### src/rtl/spi_pkg.sv
// spi_pkg
//   Shared types for the configurable SPI master.
//   spi_state_e : transfer sequencing states
//   spi_mode_t  : per-transfer mode captured when a request is accepted
//   MIN_DATA_W / MIN_CLK_DIV : smallest legal parameter values
package spi_pkg;

  typedef enum logic [2:0] {
    IDLE  = 3'd0,
    SETUP = 3'd1,
    XFER  = 3'd2,
    HOLD  = 3'd3,
    DONE  = 3'd4
  } spi_state_e;

  typedef struct packed {
    logic cpol;
    logic cpha;
    logic lsb_first;
  } spi_mode_t;

  localparam int unsigned MIN_DATA_W  = 2;
  localparam int unsigned MIN_CLK_DIV = 2;

endpackage

### src/rtl/spi_sclk_gen.sv
// spi_sclk_gen
//   SCLK timing for the SPI master: a divider counter that produces a tick every
//   CLK_DIV cycles while the transfer is active, and an edge counter that numbers
//   the 2*DATA_W SCLK edges during the shifting phase.
// Ports
//   clk        in  system clock
//   rst_n      in  synchronous active-low reset
//   run        in  divider enable (SETUP, XFER, HOLD); counter held at 0 otherwise
//   xfer       in  shifting phase active; edge counter held at 0 otherwise
//   tick       out divider terminal count (one cycle every CLK_DIV cycles)
//   lead_edge  out this tick is an SCLK leading edge (edges 1, 3, 5, ...)
//   trail_edge out this tick is an SCLK trailing edge (edges 2, 4, 6, ...)
//   last_edge  out this tick is edge 2*DATA_W, the final trailing edge
module spi_sclk_gen #(
  parameter int DATA_W  = 12,
  parameter int CLK_DIV = 4
) (
  input  logic clk,
  input  logic rst_n,
  input  logic run,
  input  logic xfer,
  output logic tick,
  output logic lead_edge,
  output logic trail_edge,
  output logic last_edge
);

  localparam int DIV_W  = $clog2(CLK_DIV);
  localparam int EDGE_W = $clog2(2 * DATA_W);
  localparam logic [DIV_W-1:0]  DIV_TC  = DIV_W'(CLK_DIV - 1);
  localparam logic [EDGE_W-1:0] EDGE_TC = EDGE_W'(2 * DATA_W - 1);

  logic [DIV_W-1:0]  div_cnt;
  logic [EDGE_W-1:0] edge_cnt;

  always_ff @(posedge clk) begin
    if (!rst_n) begin
      div_cnt  <= '0;
      edge_cnt <= '0;
    end else begin
      if (!run || tick) begin
        div_cnt <= '0;
      end else begin
        div_cnt <= div_cnt + 1'b1;
      end

      if (!xfer) begin
        edge_cnt <= '0;
      end else if (tick) begin
        edge_cnt <= (edge_cnt == EDGE_TC) ? '0 : edge_cnt + 1'b1;
      end
    end
  end

  assign tick = run && (div_cnt == DIV_TC);

  // Edge counter is zero-based, so even counts are leading edges.
  assign lead_edge  = tick && xfer && !edge_cnt[0];
  assign trail_edge = tick && xfer &&  edge_cnt[0];
  assign last_edge  = tick && xfer && (edge_cnt == EDGE_TC);

endmodule

### src/rtl/spi_master_cfg.sv
// spi_master_cfg
//   Full-duplex SPI master with configurable word width, SCLK divider, all four
//   CPOL/CPHA modes and selectable bit order. One transfer per accepted request.
//
//   state | meaning
//   ------+-----------------------------------------------------------------
//   IDLE  | cs_n high, sclk follows cpol input, waiting for newd
//   SETUP | cs_n low for CLK_DIV cycles before the first SCLK edge
//   XFER  | 2*DATA_W SCLK edges, one per CLK_DIV cycles, shifting both ways
//   HOLD  | CLK_DIV cycles with sclk at idle level, cs_n still low
//   DONE  | one cycle: cs_n high, done pulse, dout loaded
//
// Ports
//   clk        in  system clock
//   rst_n      in  synchronous active-low reset
//   newd       in  start request, only looked at in IDLE
//   din        in  word to transmit, captured with newd
//   cpol       in  SCLK idle level, captured with newd
//   cpha       in  0: sample on leading edge, 1: sample on trailing edge
//   lsb_first  in  1: bit 0 goes first in both directions
//   miso       in  serial data from slave
//   sclk       out serial clock
//   mosi       out serial data to slave
//   cs_n       out active-low chip select
//   dout       out last received word, updated in the done cycle
//   done       out one-cycle end-of-transfer pulse
//   busy       out high from the cycle after acceptance through the done cycle
module spi_master_cfg
  import spi_pkg::*;
#(
  parameter int DATA_W  = 12,
  parameter int CLK_DIV = 4
) (
  input  logic              clk,
  input  logic              rst_n,
  input  logic              newd,
  input  logic [DATA_W-1:0] din,
  input  logic              cpol,
  input  logic              cpha,
  input  logic              lsb_first,
  input  logic              miso,
  output logic              sclk,
  output logic              mosi,
  output logic              cs_n,
  output logic [DATA_W-1:0] dout,
  output logic              done,
  output logic              busy
);

  spi_state_e        state;
  spi_mode_t         mode;
  logic [DATA_W-1:0] tx_shift;
  logic [DATA_W-1:0] rx_shift;

  logic run;
  logic xfer;
  logic tick;
  logic lead_edge;
  logic trail_edge;
  logic last_edge;
  logic shift_edge;
  logic sample_edge;

  assign run  = (state == SETUP) || (state == XFER) || (state == HOLD);
  assign xfer = (state == XFER);

  spi_sclk_gen #(
    .DATA_W (DATA_W),
    .CLK_DIV(CLK_DIV)
  ) u_sclk_gen (
    .clk       (clk),
    .rst_n     (rst_n),
    .run       (run),
    .xfer      (xfer),
    .tick      (tick),
    .lead_edge (lead_edge),
    .trail_edge(trail_edge),
    .last_edge (last_edge)
  );

  // With cpha=0 the first bit is already on mosi from acceptance, so the final
  // trailing edge has nothing left to present.
  assign shift_edge  = mode.cpha ? lead_edge  : (trail_edge && !last_edge);
  assign sample_edge = mode.cpha ? trail_edge : lead_edge;

  function automatic logic first_bit(input logic [DATA_W-1:0] w, input logic lsb);
    return lsb ? w[0] : w[DATA_W-1];
  endfunction

  function automatic logic [DATA_W-1:0] drop_bit(input logic [DATA_W-1:0] w, input logic lsb);
    return lsb ? (w >> 1) : (w << 1);
  endfunction

  function automatic logic [DATA_W-1:0] take_bit(input logic [DATA_W-1:0] w, input logic b,
                                                 input logic lsb);
    return lsb ? {b, w[DATA_W-1:1]} : {w[DATA_W-2:0], b};
  endfunction

  always_ff @(posedge clk) begin
    if (!rst_n) begin
      state    <= IDLE;
      mode     <= '0;
      tx_shift <= '0;
      rx_shift <= '0;
      sclk     <= 1'b0;
      mosi     <= 1'b0;
      cs_n     <= 1'b1;
      dout     <= '0;
      done     <= 1'b0;
      busy     <= 1'b0;
    end else begin
      done <= 1'b0;
      case (state)
        IDLE: begin
          sclk <= cpol;
          if (newd) begin
            mode     <= {cpol, cpha, lsb_first};
            rx_shift <= '0;
            cs_n     <= 1'b0;
            busy     <= 1'b1;
            state    <= SETUP;
            // cpha=0 slaves sample on the very first edge, so present bit one now.
            if (cpha) begin
              tx_shift <= din;
              mosi     <= 1'b0;
            end else begin
              tx_shift <= drop_bit(din, lsb_first);
              mosi     <= first_bit(din, lsb_first);
            end
          end
        end

        SETUP: begin
          if (tick) begin
            state <= XFER;
          end
        end

        XFER: begin
          if (tick) begin
            sclk <= ~sclk;
          end
          if (shift_edge) begin
            mosi     <= first_bit(tx_shift, mode.lsb_first);
            tx_shift <= drop_bit(tx_shift, mode.lsb_first);
          end
          if (sample_edge) begin
            rx_shift <= take_bit(rx_shift, miso, mode.lsb_first);
          end
          if (last_edge) begin
            state <= HOLD;
          end
        end

        HOLD: begin
          sclk <= mode.cpol;
          if (tick) begin
            state <= DONE;
            cs_n  <= 1'b1;
            done  <= 1'b1;
            dout  <= rx_shift;
          end
        end

        DONE: begin
          busy  <= 1'b0;
          mosi  <= 1'b0;
          state <= IDLE;
        end

        default: begin
          state <= IDLE;
        end
      endcase
    end
  end

endmodule

### config.mk
export PLATFORM = sky130hd
export DESIGN_NAME = spi_master_cfg
export DESIGN_NICKNAME = d
export VERILOG_FILES = /design/src/rtl/spi_pkg.sv /design/src/rtl/spi_sclk_gen.sv /design/src/rtl/spi_master_cfg.sv
export SDC_FILE = /design/constraint.sdc
export NUM_CORES = 1
export LEC_CHECK = 0
export BUFFER_PORTS_ARGS = -buffer_cell sky130_fd_sc_hd__buf_2
export CAP_MARGIN = 20
export CORE_AREA = 2 2 65 79
export DETAILED_ROUTE_END_ITERATION = 8
export DIE_AREA = 0 0 67 81
export PLACE_DENSITY = 0.83
export SYNTH_ARGS = -nofsm -noshare
export SYNTH_HDL_FRONTEND = slang
export SYNTH_HIERARCHICAL = 1
export SYNTH_SLANG_ARGS = --single-unit
### constraint.sdc
create_clock -name clk -period 7 [get_ports clk]
set_clock_uncertainty 0.15 [all_clocks]
set_input_delay 1.4 -clock clk [delete_from_list [all_inputs] [get_ports clk]]
set_output_delay 1.4 -clock clk [all_outputs]
set_load 0.02 [all_outputs]
# ---- After elaboration in Yosys (flattened, before gate mapping)
# Index checks and enable logic that the tools add are counted.
dict set report classes {
  n_eq_ne 13
  reduce_logical 30
  bitwise 2
  n_mux 32
  n_addsub 2
}
# op n
set ops {}
lappend ops {{12-bit 2-to-1 mux} 8}
lappend ops {{12-bit case mux with 2 select lines} 2}
lappend ops {{1-bit 2-to-1 mux} 12}
lappend ops {{3-bit 2-to-1 mux} 4}
lappend ops {{3-bit case mux with 4 select lines} 1}
lappend ops {{2-bit AND reduction} 6}
lappend ops {{3-bit AND reduction} 4}
lappend ops {{2-bit inequality test, second input constant} 5}
lappend ops {{3-bit by 2-bit == test with 1-bit output, second input constant} 2}
lappend ops {{1-bit logical AND} 6}
lappend ops {{1-bit case mux with 3 select lines} 2}
lappend ops {{2-bit nonzero test} 3}
lappend ops {{3-bit nonzero test} 2}
lappend ops {{5-bit by 1-bit adder with 5-bit output, second input constant} 1}
lappend ops {{5-bit == test, second input constant} 1}
lappend ops {{5-bit 2-to-1 mux} 1}
lappend ops {{2-bit by 1-bit inequality test with 1-bit output, second input constant} 2}
lappend ops {{1-bit case mux with 2 select lines} 2}
lappend ops {{4-bit AND reduction} 1}
lappend ops {{3-bit by 1-bit == test with 1-bit output, second input constant} 1}
lappend ops {{3-bit == test, second input constant} 1}
lappend ops {{1-bit zero test} 3}
lappend ops {{3-bit zero test} 1}
lappend ops {{1-bit logical OR} 3}
lappend ops {{4 further kinds} 5}
dict set report word_totals {
  wordCells 93
  register_bits 54
}

# ---- Depth between registers and ports, before layout
# Gate-level depths: netlist (run 1).
dict set report logic_depth {
  word_depth 11
  mapped_depth 11
  ltp_nobuf 9
}

# ---- Cells and area by module
# Netlist (run 1), hierarchy kept.
# module instances area_each_um2 cells_per_inst
set modules_own_cells {}
lappend modules_own_cells {spi_master_cfg 1 2489.9 294}
lappend modules_own_cells {spi_sclk_gen 1 324.1 37}

# ---- Worst setup path after synthesis (run 1)
# OpenSTA, ideal clock, no wires.
dict set report synth_timing {
  path_type {input to register}
  from {in lsb_first}
  to {reg tx_shift[7]}
  slack_ns 4.194
  n_path_buf 2
  required_time_ns 6.728
  path_stages 6
  arrival_ns 2.534
  path_cell_list {buf_2 > buf_2 > mux2_2 > mux2_2 > a21oi_1 > a21oi_1}
}
dict set report synth_between {
  elab_chain_len 4
}
# element line_no
set synth_rtl {}
lappend synth_rtl {{start: declaration} spi_master_cfg.sv:40} ;# input logic lsb_first,
lappend synth_rtl {{12-bit 2-to-1 mux} spi_master_cfg.sv:91} ;# return lsb ? (w >> 1) : (w << 1);
lappend synth_rtl {{12-bit 2-to-1 mux} spi_master_cfg.sv:123} ;# if (cpha) begin
lappend synth_rtl {{12-bit 2-to-1 mux} spi_master_cfg.sv:116} ;# if (newd) begin
lappend synth_rtl {{12-bit case mux with 2 select lines} spi_master_cfg.sv:113} ;# case (state)
lappend synth_rtl {{end signal: assignment} spi_master_cfg.sv:124} ;# tx_shift <= din;
lappend synth_rtl {{end signal: assignment} spi_master_cfg.sv:127} ;# tx_shift <= drop_bit(din, lsb_first);
lappend synth_rtl {{end signal: assignment} spi_master_cfg.sv:145} ;# tx_shift <= drop_bit(tx_shift, mode.lsb_first);
lappend synth_rtl {{end: declaration} spi_master_cfg.sv:52} ;# logic [DATA_W-1:0] tx_shift;
# No other way between the ends. The select of a mux whose other input is x is not followed.
# A chain may end at the register's enable or synchronous reset.

# ---- Worst setup path in the final report (run 1)
dict set report layout_timing {
  from {reg state[1]}
  to {reg tx_shift[10]}
}
dict set report layout_between {
  word_cells_on_any_way 19
  classes_between {eq/ne: 5; mux: 2; reduce/logical: 12}
}
# element line_no
set layout_lines {}
lappend layout_lines {{start: declaration} spi_master_cfg.sv:50} ;# spi_state_e state;
lappend layout_lines {{start signal: assignment} spi_master_cfg.sv:101} ;# state <= IDLE;
lappend layout_lines {{start signal: assignment} spi_master_cfg.sv:121} ;# state <= SETUP;
lappend layout_lines {{start signal: assignment} spi_master_cfg.sv:135} ;# state <= XFER;
lappend layout_lines {{3-bit by 2-bit == test with 1-bit output *} spi_master_cfg.sv:65} ;# assign xfer = (state == XFER);
lappend layout_lines {{net xfer} spi_master_cfg.sv:56} ;# logic xfer;
lappend layout_lines {{1-bit logical OR (2 in a row)} spi_master_cfg.sv:64} ;# assign run = (state == SETUP) || (state == XFER) || (state == HOLD);
lappend layout_lines {{1-bit logical AND} spi_sclk_gen.sv:55} ;# assign tick = run && (div_cnt == DIV_TC);
lappend layout_lines {{1-bit logical AND * (2 in a row)} spi_sclk_gen.sv:58} ;# assign lead_edge = tick && xfer && !edge_cnt[0];
lappend layout_lines {{net lead_edge} spi_master_cfg.sv:58} ;# logic lead_edge;
lappend layout_lines {{1-bit 2-to-1 mux *} spi_master_cfg.sv:83} ;# assign shift_edge = mode.cpha ? lead_edge : (trail_edge && !last_edge);
lappend layout_lines {{2-bit inequality test (no source line) *} -}
lappend layout_lines {{3-bit AND reduction (no source line) *} -}
# The timed path passes the listed nets; every way through them passes the cells marked *.

==> results of run 1 <==
[logic make-up after synthesis]
logic type	Yosys count	share of synthesized area
AO/OA/AOI/OAI	74	0.1614
multiplexers	53	0.1961
XOR/XNOR	3	0.009339
AND/OR/NAND/NOR	116	0.1859
adder cells (fa/ha/maj)	2	0.008891
flip-flops	54	0.3842
buffers and inverters	29	0.05425
[state kept, by name, summed over array words and instances (netlist names)]
name,cells
u_sclk_gen/edge_cnt,5
dout,12
rx_shift,12
cs_n,1
u_sclk_gen/div_cnt,2
busy,1
tx_shift,12
sclk,1
mode,3
mosi,1
done,1
state,3
[layout make-up]
| class | count | area [µm²] |
|---|---|---|
| fillers | 431 | 1740 |
| flip-flops and latches | 54 | 1081 |
| well taps | 60 | 75.07 |
| repair buffers | 37 | 190.2 |
| multi-input cells | 248 | 1580 |
| clock inverters | 2 | 10.01 |
| inverters | 5 | 18.77 |
| clock buffers | 5 | 68.82 |
[final timing paths]
path / start / endpoint / slack (ns) / depth (start not counted)
max: state[1] / tx_shift[10] / 3.43 / 9
min: u_sclk_gen/div_cnt[0] / u_sclk_gen/div_cnt[0] / 0.28 / 1
max reg2reg: state[1] / tx_shift[10] / 3.43 / 9
min reg2reg: u_sclk_gen/div_cnt[0] / u_sclk_gen/div_cnt[0] / 0.28 / 1
[Yosys cell counts, drive strengths merged (2+ instances only)]
cell type,instances
mux2,17
o21ai,17
xor2,2
ha,2
nor2,45
a21oi,41
nor2b,3
clkbuf,10
nand2,42
mux2i,36
buf,14
nor3b,3
inv,5
nor3,6
nand2b,4
nand3,4
a211oi,5
or3b,3
dfxtp,54
[routing by layer]
layer | part of all wire | routed length (µm) | up-vias
met5 | 0 | 0 | -
met1 | 0.45 | 2437 | 1084
met3 | 0.030 | 160 | 7
li1 | - | - | 1186
met4 | 0.013 | 68 | 0
met2 | 0.51 | 2727 | 35
[through the flow]
stage	cells	power (µW)	worst slack, ns	utilization	hold slack [ns]
final	411	556.3	3.430	0.6347	0.2828
after global placement	404	399.0	3.530	0.6182	0.2641
after detailed placement	404	401.2	3.457	0.6182	0.2792
after global routing	411	580.8	3.157	0.6347	0.3176
after CTS	411	562.4	3.444	0.6347	0.2922
after floorplan	331	386.2	4.194	-	0.2553
[power breakdown]
group	switching [µW]	internal (µW)	total, µW
registers	9.66	317	326
clock network	94.6	67.4	162
logic	35.4	32.5	67.9
total	140	417	556
[worst max-delay path, cell delays in order, from the launching register on]
cell       delay [ns]
dfxtp_1          0.57
or3b_1           0.38
buf_4            0.26
inv_1            0.18
inv_1            0.08
nor3_1           0.21
a21boi_0         0.21
a2111oi_4        1.00
o21ai_1          0.15
o221a_2          0.28
==> out/summary.txt, run 1 <==
Worst Hold Class: flip-flop to flip-flop
Placed Area: 0.002945 mm²
Total DRC errors in the routed layout: 0
Final Setup Violations: 0
Nets: 372
Setup repair after global routing missed its margin: false
First-pass GRT wire length: 8.735 mm
Gpl congestion: 0.8420
Largest net degree at the start of global routing: 38
Post-cts resize count: 0
Synth warn: 6
Number of flops mapped to enable cells by yosys: 0
Most frequent cells in the layout: 54 x dfxtp_1, 45 x nor2_1, 42 x nand2_1
CTS Hold Bufs: 0
Post-synth top area share: 0.3842
Crit path required time: 7.05 ns
Ant diodes: 0
Leakage power: 0.001143 µW
Clk Latency, worst-skew pair: 0.30 ns
Syn nets: 352
GR Layer Usage met2: 0.3713
Ys async rst share: 0
Hold Vio Cnt, Final: 0
DR vias/cell: 5.625
Number of distinct library cells after synthesis: 44
Prevailing post-synth register cell: dfxtp_1
Fraction of layout cells with a size suffix above 1: 0.1966
First-pass DRT Iterations: 4
VDD IR-drop max: 137.6 µV
Worst-path clk slew: 0.09 ns
Initial antenna violation count: 0
CP Capture Type: flip-flop
Antenna Violating Nets Remaining: 0
Met3 GRT Util: 0.03463
Htree depth: 2
CTS Sinks: 54
Fmax: 280.1 MHz
Commonest non-fill, non-tap cell in the layout: dfxtp_1
Area contributors post-synth: dfxtp_1 38%, mux2i_1 13%, a21oi_1 7.1%
Buffers on Ports: 35
Status: completed
# rows: 28
Slew Limit Fails: 0
# Post-CTS Setup Buffers: 0
Worst-path fanout max: 37
DRT iter0 DRCs: 120
Mapped Avg Cell Area: 8.501 µm²
Final setup TNS: 0 ns
Worst slew pin tran: 1.039 ns
Total Routing Usage GR: 0.2051
Via count: 2,312
CTS tree: yes
Fin crit share: 0.5099
Arrival @ worst endpoint: 3.62 ns
Total CTS buffers: 5
Most Crowded Layer GR: met2
PD cells: 184.0 mW/mm²
Post-Syn Instances: 331
I/O pin count: 36
Worst-case clock buffer depth: 2
Max cap viols: 0
CP Class: flip-flop to flip-flop
Post-synthesis sequential area ratio: 0.3842
Core ar.: 0.004765 mm²
Drt wl/cell: 13.12 µm
Final wirelength: 5.394 mm
Area delta synth->final: 7.470%
Crit path launch type: flip-flop
Detail Placement HPWL: 3.879 mm
Seq cells post-synth: 54
Met1 usage: 0.2404
Die width: 67 µm
DIE HEIGHT: 81 µm
Post-synthesis cell area: 0.002814 mm²
Final min period: 3.570 ns
Slew Limit Headroom: 0.3071
Grt ovf: 0
Vias in the first global route: 2,053
Die area: 0.005427 mm²
Final Cell Area: 0.003024 mm²
Leading area contributor after synthesis: dfxtp_1
CTS Root Cell: clkbuf_8
Initial Utilization: 0.5906
Power figures use the tool's default switching activity.
==> run 2, diff against run 1 <==
- ABC_AREA: unset -> 1
- CORE_AREA: 2 2 65 79 -> 2 2 68 83
- DIE_AREA: 0 0 67 81 -> 0 0 70 85
- PLACE_DENSITY: 0.83 -> 0.78
- clock period: 7 -> 3.5 ns (I/O delays scaled with it)
==> out/summary.txt, run 2 <==
Ys async rst share: 0 (unchanged)
DRT iter0 DRCs: 165 (+38%)
Ant diodes: 0 (unchanged)
CTS Sinks: 54 (unchanged)
Mapped Avg Cell Area: 6.381 µm² (-25%)
CTS Root Cell: clkbuf_8
Worst slew pin tran: 0.7036 ns (-0.3357 ns)
R2R setup slack: 1.14 ns (-2.29 ns)
Syn nets: 480 (+36%)
VDD IR-drop max: 331.2 µV (+140%)
Gpl congestion: 0.8358 (-0.74%)
Top-count cell post-synth: nand2_1
First-pass DRT Iterations: 4 (unchanged)
Post-synthesis sequential area ratio: 0.3691 (-0.01510)
Placed Area: 0.003074 mm² (+4.4%)
CP Buf/Inv Count: 3 (unchanged)
Fraction of layout cells with a size suffix above 1: 0.1289 (-0.06768)
Total Routing Usage GR: 0.2257 (+0.02059)
Nets: 501 (+35%)
Largest net degree at the start of global routing: 36 (-5.3%)
Arrival @ worst endpoint: 2.42 ns (-1.20 ns)
Via count: 2,856 (+24%)
I/O pin count: 36 (unchanged)
CTS Hold Bufs: 0 (unchanged)
WHS: 0.2866 ns (+0.003799 ns)
Status: completed
Area delta synth->final: 8.116%
Slew Limit Fails: 0 (unchanged)
Leakage power: 0.001460 µW (+28%)
Htree depth: 2 (unchanged)
Commonest non-fill, non-tap cell in the layout: nand2_1
PD cells: 652.2 mW/mm² (+250%)
CTS tree: yes
Top Family by Delay on Critical Path: simple AND/OR/NAND/NOR gates
Area contributors post-synth: dfxtp_1 37%, nand2_1 22%, nand3_1 7.9%
Fin crit share: 0.6748 (+0.1649)
Vias in the first global route: 2,692 (+31%)
R2R Path End: tx_shift[9]
Buffers on Ports: 35 (unchanged)
Fill count: 508 (+18%)
Initial antenna violation count: 0 (unchanged)
Placed insts: 535 (+32%)
Post-synthesis cell area: 0.002929 mm² (+4.1%)
Seq cells post-synth: 54 (unchanged)
Detail Placement HPWL: 4.539 mm (+17%)
CP Capture Type: flip-flop
Synth warn: 6 (unchanged)
CP Class: flip-flop to flip-flop
Grt ovf: 0 (unchanged)
Number of cells on the critical path: 11 (+2)
Cell mode on critical path: nor2_1
Number of flops mapped to enable cells by yosys: 0 (unchanged)
Post-synth top area share: 0.3691 (-0.01510)
Post-cts resize count: 0 (unchanged)
Non-Filler Instances: 543 (+32%)
Final Setup Violations: 0 (unchanged)
Slew Limit Headroom: 0.5292 (+0.2221)
WHS Path Cells: 1 (unchanged)
Die area: 0.005950 mm² (+9.6%)
Die width: 70 µm (+4.5%)
Post-Syn Instances: 459 (+39%)
Final setup TNS: 0 ns (unchanged)
Antenna Violating Nets Remaining: 0 (unchanged)
Leading area contributor after synthesis: dfxtp_1
CP startpoint: state[2]
CP max stage delay: 0.39 ns (-0.61 ns)
Worst Hold Class: flip-flop to flip-flop
Most frequent cells in the layout: 168 x nand2_1, 54 x dfxtp_1, 46 x nand3_1
CP max-delay cell: dfxtp_1
# rows: 29 (+3.6%)
# Post-CTS Setup Buffers: 0 (unchanged)
Core ar.: 0.005152 mm² (+8.1%)
Worst reg2reg path startpoint: state[2]
Drt wl/cell: 11.72 µm (-11%)
Worst Reg-to-Reg Cells: 11 (+2)
Number of distinct library cells after synthesis: 30 (-32%)
Overall power: 2065 µW (+270%)
Final wirelength: 6.364 mm (+18%)
Total CTS buffers: 5 (unchanged)
Setup repair after global routing missed its margin: false
Worst-path fanout max: 32 (-14%)
Commonest cells in the netlist: 168 x nand2_1, 54 x dfxtp_1, 46 x nand3_1
Total DRC errors in the routed layout: 0 (unchanged)
Crit path required time: 3.56 ns (-3.49 ns)
Hold Vio Cnt, Final: 0 (unchanged)
Initial Utilization: 0.5685 (-0.02212)
Final min period: 2.362 ns (-1.208 ns)
Ordered cell list for the critical path: inv_2 -> nand2_2 -> nor2_4 -> buf_4 -> inv_1 -> nor3_1 -> nand2_1 -> nand3_2 -> nand3_4 -> nor2_1 -> nor2_1
DR vias/cell: 5.260 (-6.5%)
Critical Path Sink: tx_shift[9]
Prevailing post-synth register cell: dfxtp_1
Clk Latency, worst-skew pair: 0.31 ns (about the same)
Top flop regs: dout: 12 flops, rx_shift: 12 flops, tx_shift: 12 flops
Final Cell Area: 0.003167 mm² (+4.7%)
Fmax: 423.4 MHz (+51%)
First-pass GRT wire length: 11.26 mm (+29%)
Worst-case clock buffer depth: 2 (unchanged)
Crit path launch type: flip-flop
Max cap viols: 0 (unchanged)
DIE HEIGHT: 85 µm (+4.9%)
Worst-path clk slew: 0.10 ns (about the same)
[run 2: changes by cell type after synthesis, moves of 7 or more]
| cell | before | now |
|---|---|---|
| a21oi_1 | 40 | 33 |
| inv_1 | 5 | 33 |
| mux2_2 | 17 | 0 |
| mux2i_1 | 36 | 0 |
| nand2_1 | 42 | 168 |
| nand3_1 | 4 | 46 |
| o211ai_1 | 1 | 11 |
[run 2: final cells by class]
| cell class | instances | area (µm²) | share of cell area |
|---|---|---|---|
| tap | 62 | 77.57 | 0.02450 |
| sequential | 54 | 1081 | 0.3414 |
| timing repair buffer | 38 | 197.7 | 0.06243 |
| clock buffer | 5 | 68.82 | 0.02173 |
| clock inverter | 3 | 23.77 | 0.007507 |
| multi-input combinational | 345 | 1583 | 0.4998 |
| inverter | 36 | 135.1 | 0.04267 |
[run 2: metrics by stage]
stage	util	setup WS, ns
6_report	0.6146	1.138
5_1_grt	0.6146	0.9066
4_1_cts	0.6146	1.142
3_5_place_dp	0.5966	1.165
3_3_place_gp	0.5966	1.193
2_1_floorplan	-	1.437
[run 2: logic make-up after synthesis]
group,Yosys count,synth area share
buf+inv,60,0.09056
fa+ha+maj,2,0.008542
simple gates,276,0.4058
flops,54,0.3691
compound gates,67,0.1260
[run 2: worst min-delay path by stage]
stage                                from                     to
CTS                 u_sclk_gen/div_cnt[0]  u_sclk_gen/div_cnt[0]
floorplan           u_sclk_gen/div_cnt[0]  u_sclk_gen/div_cnt[0]
global route        u_sclk_gen/div_cnt[0]  u_sclk_gen/div_cnt[0]
detailed placement  u_sclk_gen/div_cnt[0]  u_sclk_gen/div_cnt[0]
global placement    u_sclk_gen/div_cnt[0]  u_sclk_gen/div_cnt[0]
finish              u_sclk_gen/div_cnt[0]  u_sclk_gen/div_cnt[0]
[run 2: routing by layer]
layer  vias to the layer above  routed length, µm  track usage
li1                       1506                  -            -
met1                      1291               2977       0.2744
met2                        51               3080       0.4087
met3                         8                221      0.03325
met4                         0                 84      0.07168
met5                         -                  0            0
[run 2: power by group]
group / switching (µW) / internal [µW] / leakage, µW / total [µW]
Clock: 211 / 143 / 0.0000408 / 355
Sequential: 103 / 750 / 0.000442 / 853
Combinational: 582 / 276 / 0.000977 / 858
[run 2: worst register-to-register path, stage by stage (launching register included)]
cell,delay (ns)
dfxtp_1,0.39
inv_2,0.11
nand2_2,0.09
nor2_4,0.08
buf_4,0.32
inv_1,0.14
nor3_1,0.28
nand2_1,0.10
nand3_2,0.11
nand3_4,0.22
nor2_1,0.19
nor2_1,0.06
